[config.mk]
export PLATFORM = sky130hd
export DESIGN_NAME = sub_seq
export DESIGN_NICKNAME = d
export VERILOG_FILES = /design/src/rtl/sub_seq.sv
export SDC_FILE = /design/constraint.sdc
export NUM_CORES = 1
export LEC_CHECK = 0
export BUFFER_PORTS_ARGS = -buffer_cell sky130_fd_sc_hd__buf_2
export CAP_MARGIN = 25
export CORE_MARGIN = 1.5
export CORE_UTILIZATION = 49
export DETAILED_ROUTE_END_ITERATION = 10
export GPL_TIMING_DRIVEN = 0
export PLACE_DENSITY = 0.85
export REMOVE_ABC_BUFFERS = 1
export SLEW_MARGIN = 25
export SYNTH_ARGS = -nofsm -noshare
export SYNTH_HDL_FRONTEND = slang
export SYNTH_SLANG_ARGS = --single-unit
[constraint.sdc]
create_clock -name clk -period 2.8 [get_ports clk]
set_input_delay 0.56 -clock clk [delete_from_list [all_inputs] [get_ports clk]]
set_output_delay 0.56 -clock clk [all_outputs]
set_load 0.02 [all_outputs]
[src/rtl/sub_seq.sv]
// Slice-serial subtractor: diff = op1 - op2 - bin, SLICE bits per BUSY cycle with a registered borrow.
// Define SUB_FLAGS_EN to add the registered zero/ovf result flags.
module sub_seq #(
  parameter int WIDTH = 32,
  parameter int SLICE = 8
) (
  input  logic             clk,
  input  logic             rst_n,
  input  logic             in_valid,
  output logic             in_ready,
  input  logic [WIDTH-1:0] op1_in,
  input  logic [WIDTH-1:0] op2_in,
  input  logic             bin,
  output logic             out_valid,
  input  logic             out_ready,
  output logic [WIDTH-1:0] diff,
  output logic             bout,
`ifdef SUB_FLAGS_EN
  output logic             zero,
  output logic             ovf,
`endif
  output logic [1:0]       state_o
);

  localparam int NSLICE = WIDTH / SLICE;
  localparam int IDX_W  = (NSLICE > 1) ? $clog2(NSLICE) : 1;

  generate
    if ((SLICE < 1) || ((WIDTH % SLICE) != 0)) begin : g_bad_cfg
      $error("sub_seq: WIDTH must be a positive multiple of SLICE");
    end
  endgenerate

  typedef enum logic [1:0] {
    IDLE = 2'd0,
    BUSY = 2'd1,
    DONE = 2'd2
  } state_e;

  state_e            state_q;
  logic [WIDTH-1:0]  op1_q;
  logic [WIDTH-1:0]  op2_q;
  logic              borrow_q;
  logic [IDX_W-1:0]  idx_q;
  logic [WIDTH-1:0]  diff_q;
  logic              bout_q;
`ifdef SUB_FLAGS_EN
  logic              zero_q;
  logic              ovf_q;
`endif

  logic [SLICE:0]    slice_sum;
  logic [WIDTH-1:0]  diff_d;
  logic              borrow_d;
  logic              last_slice;

  // Subtraction as op1 + ~op2 + carry, where carry-in is the inverted borrow.
  always_comb begin
    slice_sum = {1'b0, op1_q[idx_q*SLICE +: SLICE]}
              + {1'b0, ~op2_q[idx_q*SLICE +: SLICE]}
              + {{SLICE{1'b0}}, ~borrow_q};
    diff_d = diff_q;
    diff_d[idx_q*SLICE +: SLICE] = slice_sum[SLICE-1:0];
    borrow_d   = ~slice_sum[SLICE];
    last_slice = (idx_q == IDX_W'(NSLICE - 1));
  end

  always_ff @(posedge clk or negedge rst_n) begin
    if (!rst_n) begin
      state_q  <= IDLE;
      op1_q    <= '0;
      op2_q    <= '0;
      borrow_q <= 1'b0;
      idx_q    <= '0;
      diff_q   <= '0;
      bout_q   <= 1'b0;
`ifdef SUB_FLAGS_EN
      zero_q   <= 1'b0;
      ovf_q    <= 1'b0;
`endif
    end else begin
      case (state_q)
        IDLE: begin
          if (in_valid) begin
            op1_q    <= op1_in;
            op2_q    <= op2_in;
            borrow_q <= bin;
            idx_q    <= '0;
            state_q  <= BUSY;
          end
        end
        BUSY: begin
          diff_q   <= diff_d;
          borrow_q <= borrow_d;
          if (last_slice) begin
            idx_q   <= '0;
            bout_q  <= borrow_d;
`ifdef SUB_FLAGS_EN
            zero_q  <= (diff_d == '0);
            ovf_q   <= (op1_q[WIDTH-1] != op2_q[WIDTH-1]) && (diff_d[WIDTH-1] != op1_q[WIDTH-1]);
`endif
            state_q <= DONE;
          end else begin
            idx_q <= idx_q + IDX_W'(1);
          end
        end
        DONE: begin
          if (out_ready) state_q <= IDLE;
        end
        default: state_q <= IDLE;
      endcase
    end
  end

  assign in_ready  = (state_q == IDLE);
  assign out_valid = (state_q == DONE);
  assign diff      = diff_q;
  assign bout      = bout_q;
  assign state_o   = state_q;
`ifdef SUB_FLAGS_EN
  assign zero      = zero_q;
  assign ovf       = ovf_q;
`endif

endmodule

=== Word level (Yosys, flattened, before mapping) ===
Cells that the tools add are included.

* Add/subtract/negate cells: 4
* Multipliers: 0
* Divide/modulo/power cells: 0
* Order comparisons: 0
* Equality and inequality tests: 6
* Shift-type cells: 4
* Mux-type cells: 10
* Bitwise gates (word level): 3
* Reductions and logical operators: 6

{| class="wikitable"
|+ Operators by type and width
! kind !! count
|-
| 32-bit by 6-bit indexed part select with 8-bit output || 2
|-
| 5-bit negator with 34-bit output || 1
|-
| 8-bit by 34-bit variable shift with 32-bit output, first input constant || 1
|-
| 8-bit by 34-bit indexed part select with 32-bit output || 1
|-
| 32-bit bitwise mux || 1
|-
| 2-bit 2-to-1 mux || 5
|-
| 8-bit by 8-bit adder with 9-bit output || 1
|-
| 9-bit by 1-bit adder with 9-bit output || 1
|-
| 8-bit NOT || 1
|-
| 2-bit case mux with 3 select lines || 1
|-
| 2-bit AND reduction || 3
|-
| 2-bit equality test, second input constant || 2
|-
| 2-bit != test, second input constant || 2
|-
| 2-bit case mux with 2 select lines || 1
|-
| 3-bit AND reduction || 1
|-
| 2-bit by 1-bit adder with 2-bit output, second input constant || 1
|-
| 2-bit by 1-bit equality test with 1-bit output, second input constant || 1
|-
| 2-bit logical NOT || 1
|-
| 2-bit by 1-bit != test with 1-bit output, second input constant || 1
|-
| 1-bit NOT || 2
|-
| 1-bit case mux with 2 select lines || 1
|-
| 2-bit nonzero test || 1
|-
| 1-bit 2-to-1 mux || 1
|}

* Register bits: 102
* Latch bits: 0
* Bits in writable memories: 0
* Bits in read-only memories: 0
* Input bits: 69
* Memories kept: 0

=== Longest topological paths before layout ===
Gate-level depths: netlist of run 1.

* Depth after elaboration: 6
* Gate-level depth with buffers: 11
* Depth with buffers taken out: 10

=== Worst setup path before layout of run 1 ===
No wires, ideal clock.

* Path kind: reg-to-reg
* From: register idx_q[0]
* To: register diff_q[6] (netlist: diff[6])
* Arrival: 2,700 ps
* Setup slack: -21 ps
* Stages on the path, launching flop included: 12
* Path buffers: 1
* Clock period less this slack: 2,821 ps
* Cell sequence: dfrtp_1 -> buf_2 -> mux4_2 -> inv_1 -> fa_1 -> inv_1 -> fa_1 -> a21oi_1 -> o21bai_1 -> a21oi_1 -> xnor2_1 -> a22o_1

* Word-level cells in the longest chain between the ends: 6
* Elaborated cells on any way between the ends: 9
* Classes of those cells: add/sub: 3; shift: 4; mux: 1; bitwise: 1

{| class="wikitable"
|+ RTL lines
! element !! RTL line !! source
|-
| start: declaration || 44 || <nowiki>logic [IDX_W-1:0] idx_q;</nowiki>
|-
| start signal: assignment || 104 || <nowiki>idx_q <= idx_q + IDX_W'(1);</nowiki>
|-
| 32-bit by 6-bit indexed part select with 8-bit output || 60 || <nowiki>+ {1'b0, ~op2_q[idx_q*SLICE +: SLICE]}</nowiki>
|-
| 8-bit NOT || 60 ||
|-
| 8-bit by 8-bit adder with 9-bit output || 60 ||
|-
| 9-bit by 1-bit adder with 9-bit output || 61 || <nowiki>+ {{SLICE{1'b0}}, ~borrow_q};</nowiki>
|-
| 8-bit by 34-bit indexed part select with 32-bit output || 63 || <nowiki>diff_d[idx_q*SLICE +: SLICE] = slice_sum[SLICE-1:0];</nowiki>
|-
| 32-bit bitwise mux (*) || 63 ||
|-
| end signal: assignment || 93 || <nowiki>diff_q <= diff_d;</nowiki>
|-
| end: declaration || 45 || <nowiki>logic [WIDTH-1:0] diff_q;</nowiki>
|}

Mark *: on every way between the ends. The rest lies on a longest branch, timed or not.
A chain may end at the register's enable or synchronous reset.

=== Worst setup path after layout of run 1 ===
* From: register idx_q[0]
* To: register diff_q[7] (netlist: diff[7])

The elaborated chain is that of the path after synthesis.

==> results.yml, run 1 <==
run_status:
  outcome: "complete, no violations"
clock_tree:
  clk_path_buf_depth: 2
  clkSinkCount: 102
  htree_levels: 3
  path_clk_slew_ns: 0.09
  clock_latency_ns: 0.36
  tritoncts: "done"
  cts_inserted_buffers: 9
  clockRootBuffer: "clkbuf_8"
global_route:
  first_global_vias: 3155
  grt_max_degree: 54
  grt_use_total_pct: 19.7
  gr-total-overflow: 0
  grt_pass1_wl_um: 15300
  antenna_found_initial: 0
floorplan:
  core_mm2: 0.00924
  start_util_pct: 50.3
  die_h_um: 100
  dieWidth_um: 100
  die-area_mm2: 0.0101
  io-pin-count: 106
  fp-row-count: 35
yosys:
  yosys_register_bits: 102
  synth.distinct_cells: 37
  syn_area_per_cell_um2: 14.0
  yosysWarningCount: 0
  syn_area_mm2: 0.00465
  synthCells: 332
  synth_seq_area_share_pct: 54.9
power_and_ir_drop:
  p_total_w: 0.00801
  ir_drop_uv: 705
  p_per_area_mw_per_mm2: 1420
  cellLeakagePower_nw: 2.71
final_layout:
  antenna_cells: 0
  nFillCells: 781
  num-nets-final: 527
  fin_util_pct: 61.2
  drive_gt1_share_pct: 36.6
  area_delta_synth_final_pct: 21.6
  fin_area_mm2: 0.00565
detailed_routing:
  drc: 0
  ant_nets: 0
  drt_iter0_markers: 79
  dr.pass1.iters: 4
  wl_per_cell_um: 16.3
  vias: 3042
  viasPerCell: 5.27
  drt_wl_total_um: 9380
setup_path:
  cp-end-kind: "register"
  arrival_ns: 2.88
  start_kind: "register"
  reg2regPathDepth: 8
  worst-path-max-fanout: 7
  worst_ep_required_time_ns: 3.03
  worst-setup-path-type: "register to register"
sta:
  final-setup-viol-count: 0
  slew_viol_final: 0
  fin_crit_ns: 2.65
  period_share_pct: 94.5
  clock.fmax_mhz: 378
  maxSlewHeadroom_pct: 36.9
  max_slew.worst_pin.slew_ns: 0.944
  hold_viol_final: 0
  skew_ns: 0.00768
placed_design:
  io_buffers: 105
  gp_congestion: 0.757
  hpwl_um: 6860
  placed_area_mm2: 0.00533
worst_hold_path:
  hp-class: "input pin to async pin"
flow_run:
  drv_cap: 0
==> per-layer routing <==
layer | track usage (%) | vias to the layer above | wire length (µm)
li1 | - | 1422 | -
met1 | 25.7 | 1525 | 4130
met2 | 33.1 | 83 | 4690
met3 | 3.97 | 12 | 399
met4 | 6.50 | 0 | 165
met5 | 0 | - | 0
==> sequential cells by signal, indices dropped and copies added, names as in the netlist <==
register  count
state_o       2
borrow_q      1
op1_q        32
op2_q        32
idx_q         2
diff         32
bout          1
==> critical path, cell delays in order, from the launching register on <==
cell and delay [ns]:
dfrtp_4 0.47, buf_4 0.21, mux4_2 0.56, ha_1 0.30
nand2b_1 0.08, a211oi_2 0.22, nor2_1 0.15, a211oi_4 0.38
o21ai_0 0.15
==> cell type report <==
type	instances	area, µm²	area share (%)
multi-input cells	201	2020	35.7
clock buffers	11	131	2.32
repair buffers	112	633	11.2
inverters	17	63.8	1.13
flip-flops and latches	102	2560	45.3
clock inverters	5	82.6	1.46
well taps	129	161	2.86
==> per-stage QoR <==
stage	hold slack, ns	setup WS [ns]	instances	TNS, ns
2_1_floorplan	0.264	-0.357	320	-18.61
3_3_place_gp	0.457	-0.949	554	-53.62
3_5_place_dp	0.471	-0.482	556	-9.18
4_1_cts	0.144	0.0115	576	0
5_1_grt	0.159	-0.0189	577	-0.0189
6_report	0.141	0.155	577	0
==> Yosys cell counts <==
cell type | number | area [µm²]
a211oi_1 | 1 | 7.51
a211oi_2 | 1 | 12.5
a21o_1 | 1 | 7.51
a21oi_1 | 9 | 45.0
a22o_1 | 22 | 193
and2_1 | 1 | 6.26
buf_2 | 10 | 50.1
buf_4 | 1 | 7.51
clkbuf_1 | 1 | 3.75
dfrtp_1 | 102 | 2550
fa_1 | 2 | 40.0
ha_1 | 13 | 163
inv_1 | 17 | 63.8
mux2_1 | 60 | 676
mux2_2 | 4 | 45.0
mux2i_1 | 1 | 10.0
mux4_2 | 16 | 360
nand2_1 | 18 | 67.6
nand2_2 | 1 | 6.26
nand2_4 | 2 | 22.5
nand2b_1 | 6 | 37.5
nand3b_1 | 1 | 7.51
nand4_1 | 1 | 6.26
nor2_1 | 8 | 30.0
nor2b_1 | 1 | 6.26
nor3_2 | 2 | 20.0
nor4_2 | 1 | 12.5
o2111a_1 | 1 | 11.3
o21a_1 | 1 | 7.51
o21ai_0 | 6 | 30.0
o21ai_1 | 9 | 45.0
o21bai_1 | 2 | 15.0
o22ai_1 | 1 | 6.26
o31ai_1 | 1 | 7.51
or3_1 | 2 | 12.5
or4_4 | 1 | 11.3
xnor2_1 | 5 | 43.8
==> final timing paths <==
path	startpoint	endpoint	slack [ns]
worst max-delay path	idx_q[0]$_DFFE_PN0P_	diff[7]$_DFFE_PN0P_	0.15
worst min-delay path	rst_n	diff[8]$_DFFE_PN0P_	0.14
worst max register to register	idx_q[0]$_DFFE_PN0P_	diff[7]$_DFFE_PN0P_	0.15
worst min register to register	op1_q[20]$_DFFE_PN0P_	op1_q[20]$_DFFE_PN0P_	0.49
max in group asynchronous	rst_n	op2_q[0]$_DFFE_PN0P_	2.06
min in group clk	out_ready	state_o[1]$_DFFE_PN0P_	0.39
==> placed cells by master (no fill, tap or decap), types with 3 or more instances in the layout <==
cell / instances
buf_2: 104
dfrtp_1: 100
mux2_1: 60
a22o_1: 22
nand2_1: 18
inv_1: 17
mux4_2: 16
ha_1: 13
o21ai_1: 9
clkbuf_8: 9
nor2_1: 8
a21oi_1: 7
nand2b_1: 6
o21ai_0: 6
mux2_2: 4
xnor2_2: 3
buf_4: 3
==> power breakdown <==
part	leakage, nW	internal, W	total, W	switching (W)
combinational	1.34	0.00200	0.00452	0.00252
clock	0.108	0.000508	0.000989	0.000482
sequential	1.27	0.00212	0.00249	0.000378
total	2.71	0.00463	0.00801	0.00338
==> timing repair <==
action	4_1_cts	5_1_grt
setup endpoints to repair	30	17
gates resized for setup	3	8
setup buffers	4	1
pin swaps	0	2
hold buffers	0	0
==> logic make-up (layout without fill, tap and decap cells) <==
family / after synthesis / after routing / synth area share (%)
mux: 81 / 81 / 23.5
simple gates: 45 / 45 / 5.30
flops: 102 / 102 / 54.9
compound gates: 55 / 55 / 8.34
buf+inv: 29 / 145 / 2.69
xor+xnor: 5 / 5 / 0.942
fa+ha+maj: 15 / 15 / 4.36
(Power assumes the default switching activity.)
==> inputs of run 2 (changes only) <==
- CORE_UTILIZATION: 49 -> 54
- PLACE_DENSITY: 0.85 -> 0.83
- clock period: 2.8 -> 2.6 ns (I/O delays scaled with it)
==> results.yml, run 2 (synthesis gave the netlist of run 1 again) <==
global_route:
  grt_max_degree: 57
  first_global_vias: 3202
  grt_pass1_wl_um: 15300
  grt_use_total_pct: 21.9
  gr-total-overflow: 0
  antenna_found_initial: 0
setup_path:
  worst_ep_required_time_ns: 2.84
  timing.rr.end: "diff[6]$_DFFE_PN0P_"
  reg2regPathDepth: 10
  reg2reg_slack_ns: -0.01
  worst-setup-path-type: "register to register"
  cp-end-kind: "register"
  arrival_ns: 2.85
  endpoint: "diff[6]$_DFFE_PN0P_"
  startpoint: "idx_q[0]$_DFFE_PN0P_"
  start_kind: "register"
  timing.rr.start: "idx_q[0]$_DFFE_PN0P_"
  worst-path-max-fanout: 4
detailed_routing:
  drt_iter0_markers: 163
  wl_per_cell_um: 16.5
  dr.pass1.iters: 4
  ant_nets: 0
  viasPerCell: 5.43
  drt_wl_total_um: 9130
  drc: 0
  vias: 3013
run_status:
  outcome: "finished with violations"
  violations: "setup timing"
power_and_ir_drop:
  p_switching_w: 0.00373
  clockPowerShare_pct: 10.8
  intPower_w: 0.00523
  comb_power_share_pct: 59.3
  ir_drop_uv: 824
  seq_power_share_pct: 29.9
  cellLeakagePower_nw: 2.71
  switching_share_pct: 41.6
  p_per_area_mw_per_mm2: 1570
  p_total_w: 0.00896
sta:
  hold_viol_final: 0
  max_slew.worst_pin.slew_ns: 0.920
  maxSlewHeadroom_pct: 38.5
  rsz0062_at_grt: "true"
  slew_viol_final: 0
  skew_ns: 0.0114
  final-setup-viol-count: 2
  worst_slack_ns: -0.0109
  setup_tns_ns: -0.0143
  period_share_pct: 100
  fin_crit_ns: 2.61
  clock.fmax_mhz: 383
floorplan:
  start_util_pct: 56.3
  io-pin-count: 106
  fp-row-count: 33
  die_h_um: 95.8
  dieWidth_um: 95.8
  die-area_mm2: 0.00918
  core_mm2: 0.00826
clock_tree:
  cts_inserted_buffers: 9
  clk_path_buf_depth: 2
  path_clk_slew_ns: 0.09
  tritoncts: "done"
  clock_latency_ns: 0.35
  htree_levels: 3
  clkSinkCount: 102
  clockRootBuffer: "clkbuf_8"
final_layout:
  seqCellArea_mm2: 0.00256
  drive_gt1_share_pct: 39.3
  fin_cells: 555
  nFillCells: 608
  final_cell_mix: "buf_2 (104), dfrtp_1 (100), mux2_1 (60), a22o_1 (22), nand2_1 (18)"
  antenna_cells: 0
  num-nets-final: 530
  final_common_cell: "buf_2"
  multiInputGateArea_mm2: 0.00208
  area_delta_synth_final_pct: 22.4
placed_design:
  place_inst: 532
  gp_congestion: 0.791
  hpwl_um: 6570
  io_buffers: 105
worst_hold_path:
  hp-class: "input pin to async pin"
flow_run:
  drv_cap: 0
-- run 2: cell count changes in the layout (fill, tap and decap cells not counted), sizes merged --
cell / before / now
buf: 112 / 115
bufinv: 2 / 1
clkbuf: 11 / 10
clkinv: 2 / 1
clkinvlp: 0 / 3
inv: 18 / 17
-- run 2: how the worst min path moves through the flow --
stage                                from  cells past startpoint                     to  slack [ns]
floorplan                           rst_n                      0   borrow_q$_DFFE_PN0P_        0.22
global placement      diff[7]$_DFFE_PN0P_                      2    diff[7]$_DFFE_PN0P_        0.46
detailed placement  op2_q[26]$_DFFE_PN0P_                      1  op2_q[26]$_DFFE_PN0P_        0.47
CTS                                 rst_n                      1    diff[0]$_DFFE_PN0P_        0.11
global route                        rst_n                      1    diff[7]$_DFFE_PN0P_        0.12
finish                              rst_n                      1    diff[0]$_DFFE_PN0P_         0.1
-- run 2: what timing repair did --
item / in CTS / in global routing
setup buffers: 5 / 3
endpoints found under the setup margin: 30 / 18
pin swaps: 3 / 12
hold buffers: 0 / 0
gates resized for setup: 12 / 12
-- run 2: power by group through the flow --
stage	registers, W	logic, W	clock network, W
2_1_floorplan	0.00280	0.00305	0
3_3_place_gp	0.00276	0.00407	0
3_5_place_dp	0.00282	0.00424	0
4_1_cts	0.00268	0.00480	0.000982
5_1_grt	0.00277	0.00581	0.00104
6_report	0.00268	0.00531	0.000966
-- run 2: metal layers --
layer / share of wire, % / up-vias / track usage (%)
met1: 46 / 1492 / 29.8
met3: 6.1 / 8 / 6.16
met4: 0.68 / 0 / 4.78
met2: 47 / 87 / 35.3
li1: - / 1426 / -
met5: 0 / - / 0
-- run 2: through the flow --
step / utilization (%) / instance area (µm²) / hold slack, ns / setup slack, ns
after floorplan: - / 4590 / 0.224 / -0.557
after global placement: 63.5 / 5250 / 0.462 / -1.08
after detailed placement: 64.3 / 5310 / 0.471 / -0.673
after CTS: 67.8 / 5600 / 0.106 / 0.00842
after global routing: 68.9 / 5690 / 0.120 / -0.0938
final: 68.9 / 5690 / 0.0984 / -0.0109
-- run 2: final cells by class --
type                            count  area share, %
Clock inverter                      5           1.08
Sequential cell                   102           45.0
Multi-Input combinational cell    201           36.6
Tap cell                          105           2.31
Timing Repair Buffer              115           11.7
Inverter                           17           1.12
Clock buffer                       10           2.24
-- run 2: worst max-delay path: stages, from the launching register on --
cell	delay [ns]
dfrtp_4	0.47
mux4_2	0.52
inv_2	0.07
fa_2	0.22
inv_2	0.05
fa_2	0.42
a21oi_4	0.17
o21bai_4	0.08
a21oi_2	0.18
xnor2_2	0.13
a22o_1	0.20
